--- src/rtl/chan_reload_streamer.sv ---
// Coefficient-reload writes -> gap-free AXI-Stream reload frames; optional config beat per frame (CHAN_RELOAD_CONFIG_EN).
// First word on tvalid 2 cycles after the last word's update edge; tready low holds the head, while pushes are never stalled and drop on full.

module chan_reload_fifo #(
  parameter int AW = 6,
  parameter int W  = 33
) (
  input  logic         i_clk,
  input  logic         i_rst_n,
  input  logic         i_flush,
  input  logic         i_push,
  input  logic [W-1:0] i_dat,
  input  logic         i_pop,
  output logic [W-1:0] o_dat,
  output logic         o_full,
  output logic         o_empty
);
  localparam int DEPTH = 1 << AW;

  logic [W-1:0] r_mem [DEPTH];
  logic [AW:0]  r_wr_ptr;
  logic [AW:0]  r_rd_ptr;
  logic [AW:0]  w_count;

  // Extra pointer bit makes count reach DEPTH, so full is simply its MSB.
  assign w_count = r_wr_ptr - r_rd_ptr;
  assign o_full  = w_count[AW];
  assign o_empty = (w_count == '0);
  assign o_dat   = r_mem[r_rd_ptr[AW-1:0]];

  always_ff @(posedge i_clk) begin
    if (i_push && !o_full) r_mem[r_wr_ptr[AW-1:0]] <= i_dat;
  end

  always_ff @(posedge i_clk or negedge i_rst_n) begin
    if (!i_rst_n) begin
      r_wr_ptr <= '0;
      r_rd_ptr <= '0;
    end else if (i_flush) begin
      r_wr_ptr <= '0;
      r_rd_ptr <= '0;
    end else begin
      if (i_push && !o_full) r_wr_ptr <= r_wr_ptr + 1'b1;
      if (i_pop && !o_empty) r_rd_ptr <= r_rd_ptr + 1'b1;
    end
  end
endmodule

module chan_reload_streamer #(
  parameter int FIFO_AW = 6,
  parameter int DATA_W  = 32
) (
  input  logic              user_clk,
  input  logic              user_rstn,
  input  logic [DATA_W-1:0] cfg_reload_data,
  input  logic              cfg_reload_update,
  input  logic              cfg_reload_last,
  input  logic              cfg_chan_reset,
  output logic [DATA_W-1:0] m_axis_reload_tdata,
  output logic              m_axis_reload_tvalid,
  output logic              m_axis_reload_tlast,
  input  logic              m_axis_reload_tready,
  output logic [7:0]        m_axis_config_tdata,
  output logic              m_axis_config_tvalid,
  input  logic              m_axis_config_tready,
  output logic              status_reload_overflow,
  output logic              status_reload_busy,
  output logic [15:0]       status_frames_done
);
  typedef enum logic [1:0] {
    S_IDLE,
    S_STREAM
`ifdef CHAN_RELOAD_CONFIG_EN
    , S_CONFIG
`endif
  } state_t;

  localparam logic [FIFO_AW:0] PEND_ONE = 1;

  state_t           r_state;
  logic             r_upd_q;
  logic             r_overflow;
  logic [FIFO_AW:0] r_frames_pending;
  logic [15:0]      r_frames_done;

  logic [DATA_W:0]  w_head;
  logic             w_full;
  logic             w_empty;
  logic             w_push_req;
  logic             w_push;
  logic             w_pop;
  logic             w_tlast_hs;

  assign w_push_req = cfg_reload_update & ~r_upd_q & ~cfg_chan_reset;
  assign w_push     = w_push_req & ~w_full;
  assign w_pop      = m_axis_reload_tvalid & m_axis_reload_tready;
  assign w_tlast_hs = w_pop & w_head[DATA_W];

  chan_reload_fifo #(.AW(FIFO_AW), .W(DATA_W + 1)) u_fifo (
    .i_clk   (user_clk),
    .i_rst_n (user_rstn),
    .i_flush (cfg_chan_reset),
    .i_push  (w_push),
    .i_dat   ({cfg_reload_last, cfg_reload_data}),
    .i_pop   (w_pop),
    .o_dat   (w_head),
    .o_full  (w_full),
    .o_empty (w_empty)
  );

  // STREAM is only entered with a complete frame queued, so the head is always valid there.
  assign m_axis_reload_tvalid   = (r_state == S_STREAM);
  assign m_axis_reload_tdata    = m_axis_reload_tvalid ? w_head[DATA_W-1:0] : '0;
  assign m_axis_reload_tlast    = m_axis_reload_tvalid & w_head[DATA_W];
  assign m_axis_config_tdata    = 8'h00;
  assign status_reload_overflow = r_overflow;
  assign status_reload_busy     = (r_state != S_IDLE) | ~w_empty;
  assign status_frames_done     = r_frames_done;

`ifdef CHAN_RELOAD_CONFIG_EN
  assign m_axis_config_tvalid = (r_state == S_CONFIG);
`else
  logic w_unused_cfg_tready;
  assign w_unused_cfg_tready  = m_axis_config_tready;
  assign m_axis_config_tvalid = 1'b0;
`endif

  always_ff @(posedge user_clk or negedge user_rstn) begin
    if (!user_rstn) begin
      r_state          <= S_IDLE;
      r_upd_q          <= 1'b0;
      r_overflow       <= 1'b0;
      r_frames_pending <= '0;
      r_frames_done    <= '0;
    end else begin
      r_upd_q <= cfg_reload_update;
      if (w_tlast_hs) r_frames_done <= r_frames_done + 16'd1;
      if (cfg_chan_reset) begin
        r_state          <= S_IDLE;
        r_overflow       <= 1'b0;
        r_frames_pending <= '0;
      end else begin
        if (w_push_req && w_full) r_overflow <= 1'b1;
        case ({w_push & cfg_reload_last, w_tlast_hs})
          2'b10:   r_frames_pending <= r_frames_pending + PEND_ONE;
          2'b01:   r_frames_pending <= r_frames_pending - PEND_ONE;
          default: r_frames_pending <= r_frames_pending;
        endcase
        case (r_state)
          S_IDLE:   if (r_frames_pending != '0) r_state <= S_STREAM;
`ifdef CHAN_RELOAD_CONFIG_EN
          S_STREAM: if (w_tlast_hs) r_state <= S_CONFIG;
          S_CONFIG: if (m_axis_config_tready) r_state <= S_IDLE;
`else
          S_STREAM: if (w_tlast_hs) r_state <= S_IDLE;
`endif
          default:  r_state <= S_IDLE;
        endcase
      end
    end
  end
endmodule

--- config.mk ---
export PLATFORM = sky130hd
export DESIGN_NAME = chan_reload_streamer
export DESIGN_NICKNAME = d
export VERILOG_FILES = /design/src/rtl/chan_reload_streamer.sv
export SDC_FILE = /design/constraint.sdc
export NUM_CORES = 2
export LEC_CHECK = 0
export CORE_MARGIN = 2
export CORE_UTILIZATION = 42
export DETAILED_ROUTE_END_ITERATION = 8
export GPL_ROUTABILITY_DRIVEN = 1
export GPL_TIMING_DRIVEN = 0
export PLACE_DENSITY = 0.57
export SYNTH_ARGS = -nofsm -noshare
export SYNTH_HDL_FRONTEND = slang
export SYNTH_SLANG_ARGS = --single-unit
--- constraint.sdc ---
create_clock -name user_clk -period 7.4 [get_ports user_clk]
set_input_delay 1.48 -clock user_clk [delete_from_list [all_inputs] [get_ports user_clk]]
set_output_delay 1.48 -clock user_clk [all_outputs]
set_load 0.05 [all_outputs]
==> results.sh <==
export IMPL_async_flop_share_pct=1.86
export IMPL_synth_area_top_cells="edfxtp_1 (76%), mux4_2 (18%), dfrtp_1 (1.2%), clkbuf_1 (0.49%), nand2_1 (0.31%)"
export IMPL_dp_hpwl_um=152000
export IMPL_synthAdderAreaFrac_pct=0.190
export IMPL_area_sequential_um2=64400
export IMPL_grt_ovfl_total=0
export IMPL_reg2reg_to="u_fifo.r_mem[8][11]"
export IMPL_ff2ff_setup_slack_ns=0.83
export IMPL_synth_area_per_cell_um2=24.2
export IMPL_synth_seq_cells=2152
export IMPL_r2r_start="u_fifo.r_rd_ptr[2]"
export IMPL_fillers=15600
export IMPL_synth_edff_count=2112
export IMPL_core_um2=197000
export IMPL_vias=39300
export IMPL_ir_drop_mv=0.285
export IMPL_path_max_fanout=10
export IMPL_netlist_area_leader_share_pct=76.5
export IMPL_hp_class="register to register"
export IMPL_cts_reportedPaths_clkPinSlew_ns=0.07
export IMPL_antenna_found_initial=5
export IMPL_fmax_mhz=138
export IMPL_synth_most_common_cell="edfxtp_1"
export IMPL_drive_gt1_share_pct=34.1
export IMPL_p_per_area_nw_per_um2=267
export IMPL_slowest_delay_ns=0.81
export IMPL_grt_pass1_wl_um=312000
export IMPL_postCtsSetupBuffers=0
export IMPL_critPathSlowestCell="clkdlybuf4s50_1"
export IMPL_die_h_um=448
export IMPL_track_usage_pct=22.4
export IMPL_synth_top_family_by_area="multiplexers"
export IMPL_vias_per_cell=5.81
export IMPL_min_from="status_frames_done[15]"
export IMPL_reg2reg_depth=14
export IMPL_relSlewSlack_pct=8.54
export IMPL_io_pins=100
export IMPL_ys_warn_count=0
export IMPL_status="finished, final reports clean"
export IMPL_rows=163
export IMPL_synth_xor_area_share_pct=0.243
export IMPL_cp_arrival_ns=5.78
export IMPL_worst_pin_slew_ns=1.37
export IMPL_start_kind="register"
export IMPL_avgRoutedWirePerCell_um=32.8
export IMPL_cts_buffer_depth=3
export IMPL_hold_violations=0
export IMPL_synthMuxAreaShare_pct=18.5
export IMPL_rsz0062_at_grt="false"
export IMPL_required_ns=5.92
export IMPL_final_antenna_net_count=0
export IMPL_post_route_min_period_ns=7.26
export IMPL_drtPass1Iterations=8
export IMPL_place_area_um2=90500
export IMPL_yosysTopAreaCell="edfxtp_1"
export IMPL_die_w_um=448
export IMPL_syn2layout_area_growth_pct=17.4
export IMPL_syn_area_um2=82900
export IMPL_nets=3999
export IMPL_tns_ns=0
export IMPL_multi_input_area_um2=18000
export IMPL_die_area_um2=201000
export IMPL_wirelength_um=222000
export IMPL_cts_root_buf="clkbuf_16"
export IMPL_synth_compound_area_share_pct=0.424
export IMPL_grt_pass1_vias=39800
export IMPL_synthFlopType="edfxtp_1"
export IMPL_htreeDepth=4
export IMPL_drc=0
export IMPL_synth_cells=3432
export IMPL_setup_viol=0
export IMPL_clock_skew_ns=0.0324
export IMPL_start_util_pct=42.1
export IMPL_gp_congestion=0.846
export IMPL_cp_end_kind="output pin"
export IMPL_holdPathStages=1
export IMPL_worst_path_most_repeated_cell="clkbuf_1"
export IMPL_crit_type="register to output pin"
export IMPL_tritoncts="built"
export IMPL_synth_cell_type_count=58
export IMPL_synthTopCellsByCount="edfxtp_1 (2,112), mux4_2 (677), clkbuf_1 (108)"
export IMPL_period_share_pct=98.1
export IMPL_slew_viol_final=0
export IMPL_yosysSeqAreaShare_pct=77.7
export IMPL_insertion_delay_ns=0.85
export IMPL_cts_sinks=2152
export IMPL_synth_simple_gate_area_share_pct=1.74
export IMPL_leakage_nw=29.9
export IMPL_crit_chain="clkbuf_1, clkdlybuf4s15_2, clkbuf_2, clkbuf_1, clkbuf_1, nand2_1, nand3_1, and3_1, clkdlybuf4s50_1"
export IMPL_utilization_pct=49.4
export IMPL_design_area_um2=97300
export IMPL_portBuffers=89
export IMPL_drtIter0Drc=5082
export IMPL_cts_buffers=208
export IMPL_grt_max_degree=65
export IMPL_maxCapViolCount=0
export IMPL_holdPathEnd="status_frames_done[15]"
## power breakdown
group / switching, mW / internal, mW / total (mW)
logic: 1.19 / 0.856 / 2.05
registers: 0.0336 / 13.4 / 13.4
clock network: 4.55 / 5.94 / 10.5
## placed cells by master, fill, tap and decap left out, drive strengths merged, types with 5 or more instances in the layout
cell	count
diode	5
clkbuf	369
nor2	57
and2	24
a21oi	10
nor3	46
clkdlybuf4s15	5
mux2	7
conb	9
clkinv	99
nor4	6
nand2	69
nand3	31
mux4	677
bufinv	18
nor2b	10
dfrtp	40
inv	22
o21ai	6
clkinvlp	6
xor2	10
xnor2	13
ha	11
clkdlybuf4s50	55
edfxtp	2112
buf	322
or3	13
and3	19
## critical path, delay by kind of cell, from the launching register on
family | cells | cell delay [ns]
buf+inv | 6 | 3.72
simple gates | 3 | 0.85
flops | 1 | 0.36
## worst max path at each step
stage,from,to,slack [ns],cells after the start
4_1_cts,u_fifo.r_rd_ptr[1],m_axis_reload_tdata[21],0.005,11
3_3_place_gp,u_fifo.r_rd_ptr[2],u_fifo.r_mem[22][13],-4.12,12
6_report,u_fifo.r_rd_ptr[3],m_axis_reload_tdata[21],0.14,9
5_1_grt,u_fifo.r_rd_ptr[3],m_axis_reload_tdata[21],0.03,9
3_5_place_dp,u_fifo.r_rd_ptr[1],m_axis_reload_tdata[21],-0.43,11
2_1_floorplan,u_fifo.r_rd_ptr[2],u_fifo.r_mem[26][0],1.22,12
## metrics by stage
stage	instances	power (mW)	hold slack (ns)	setup WS, ns
6_report	6768	26.0	0.465	0.138
5_1_grt	6763	26.7	0.478	0.0314
4_1_cts	6764	26.2	0.469	0.00544
3_5_place_dp	6379	15.8	0.461	-0.431
3_3_place_gp	6169	15.7	0.459	-4.12
2_1_floorplan	3440	14.9	0.539	1.22
## routing by layer
metal | track usage [%] | vias to the layer above | wire, um | share of wire [%]
li1 | - | 15800 | - | -
met4 | 6.07 | 0 | 5990 | 2.7
met3 | 3.93 | 289 | 17200 | 7.8
met1 | 31.3 | 21500 | 89900 | 41
met5 | 0 | - | 0 | 0
met2 | 36.5 | 1716 | 109000 | 49
## kinds of logic (layout without fill, tap and decap cells)
kind of cell               Yosys count  after routing
AOI/OAI and AO/OA                   49             49
xor gates and xnor gates            23             23
adders and majority gates           12             12
buffers and inverters              213            896
DFF                               2152           2152
muxes                              688            688
other                                1             14
and+or+nand+nor                    294            294
## registers in the layout, summed over array words and instances, names as in the netlist
signal and count:
u_fifo.r_mem 2112, status_frames_done 16, r_frames_pending 7, u_fifo.r_rd_ptr 7
u_fifo.r_wr_ptr 7, r_state 1, r_upd_q 1, status_reload_overflow 1
## area by class of cell
| type | count | area share (%) |
|---|---|---|
| repair buffers | 299 | 3.94 |
| flip-flops and latches | 2152 | 66.2 |
| multi-input cells | 1075 | 18.5 |
| well taps | 2640 | 3.39 |
| plain buffers | 193 | 1.05 |
| clock inverters | 126 | 1.15 |
| diodes | 5 | 0.0129 |
| clock buffers | 259 | 5.72 |
| inverters | 19 | 0.0733 |
## repair_timing
item / CTS / global route
pin swaps: 0 / 0
resized for setup: 57 / 8
hold buffers: 0 / 0
endpoints found under the setup margin: 33 / 10
Note: power is estimated with default switching activity, not from simulation.
==> RTL edit: new RTL, same flow settings <==
Add a define of `CHAN_RELOAD_CONFIG_EN`.
--- a/src/rtl/chan_reload_streamer.sv
+++ b/src/rtl/chan_reload_streamer.sv
@@ -2,2 +2,4 @@
 // First word on tvalid 2 cycles after the last word's update edge; tready low holds the head, while pushes are never stalled and drop on full.
+
+`define CHAN_RELOAD_CONFIG_EN
 
Check against the original RTL: not settled (the Yosys comparison gave no result); the edit may change what the design does.
==> RTL edit against the original RTL <==
Worst hold slack better by 0.024 ns. Sequential power about the same. Sequential cell count up 1. Power shrank 0.69%. Area after synthesis about the same. Via count fell by 1.1%. Final cell count down 1.3%. Worst setup slack got worse by 0.030 ns. Final area down 0.37%. Routed wire length is 0.71% lower. Critical endpoint is now m_axis_reload_tdata[2]. Largest cell class unchanged.
==> RTL edit: results (changes against the original RTL) <==
Logic synthesis:
- After synthesis, the most frequently instantiated cells are 2112 x edfxtp_1, 671 x mux4_2, 102 x nor2_1.
- The number of synthesized register bits is 2153 (+0.046%).
- By area the synthesized netlist is led by edfxtp_1 77%, mux4_2 18%, dfrtp_1 1.2%.
- The number of different library cells in the post-synthesis netlist is 56 (-3.4%).
- The sequential share of the synthesized area is 77.76% (about the same).

Power and ir drop:
- The leakage component of the power is 29.58 nW (-1.1%).

Final layout:
- The footprint of the multi-input gates is 18050 um^2 (+0.51%).
- The total of plain and repair buffers excluding clock buffers came to 398 (-19%).
- The inverter count is 16 (-3).
- The number of nets in the final layout is 3909 (-2.3%).
- The number of inserted filler cells in the final layout is 15550 (-0.045%).
- The total number of multi-input combinational cells is 1076 (+0.093%).

Critical path:
- The depth of the worst register-to-register path is 16 (+2).
- The data arrival time of the worst path is 5.81 ns (+0.03 ns).

STA:
- The slew at the pin closest to its max-slew limit was 1.237 ns (-0.1352 ns).

GRT:
- The global router's overall resource usage is 22.09% (-0.29 points).
- The number of antenna violations at the first check in global routing was 12 (+7).

Clock network:
- The number of gates given a new drive strength after cts is 40 (-30%).
- The number of buffers added by the clock tree synthesis step is 213 (+2.4%).

Status:
- The flow ran to the end, and the final reports show no timing, DRC or antenna violations.

Placement:
- The total placed instance area is 90220 um^2 (-0.30%).
- The final weighted congestion in routability-driven placement is 0.7976 (-5.7%).

Routing:
- The first-pass iteration count of the detailed router is 5 (-3).
- The total length of routed wires is 220200 um (-0.71%).
- The violation count after the first detailed-routing iteration was 4705 (-7.4%).
-- RTL edit: cell types whose count changed after synthesis, moves of 12 or more --
cell	change
nor2_1	+45
nor3_1	-39
nand3_1	-18
buf_2	+12
mux2_2	+13
clkbuf_1	-13
-- RTL edit: routing by layer --
metal / GRT usage [%] / vias up / routed length (um)
met3: 3.809 / 273 / 14230
met2: 37.22 / 1545 / 110900
met5: 0 / - / 42
met1: 30.00 / 21440 / 89490
li1: - / 15650 / -
met4: 5.617 / 6 / 5442
-- RTL edit: logic make-up after synthesis --
group | count (synthesis) | synth area share, %
DFF | 2153 | 77.76
muxes | 697 | 18.57
and+or+nand+nor | 270 | 1.538
buffers and inverters | 203 | 1.110
AOI/OAI and AO/OA | 62 | 0.5375
xor gates and xnor gates | 27 | 0.2853
adders and majority gates | 12 | 0.1902
other | 1 | 0.004525
-- RTL edit: report_power, final --
group | internal, mW | switching [mW]
clock network | 5.86 | 4.54
logic | 0.784 | 1.18
registers | 13.4 | 0.0271
total | 20.1 | 5.75
-- RTL edit: worst paths after layout --
kind / start / to / slack (ns)
setup / recovery: u_fifo.r_rd_ptr[1]$_DFFE_PN0P_ / m_axis_reload_tdata[2] / 0.11
hold / removal: status_frames_done[15]$_DFFE_PN0N_ / status_frames_done[15]$_DFFE_PN0N_ / 0.49
setup reg to reg: u_fifo.r_rd_ptr[2]$_DFFE_PN0P_ / u_fifo.r_mem[51][29]$_DFFE_PP_ / 0.52
hold reg to reg: status_frames_done[15]$_DFFE_PN0N_ / status_frames_done[15]$_DFFE_PN0N_ / 0.49
max in group asynchronous: user_rstn / r_state[1]$_DFFE_PN0P_ / 6.26
min in group asynchronous: user_rstn / status_frames_done[5]$_DFFE_PN0N_ / 0.57
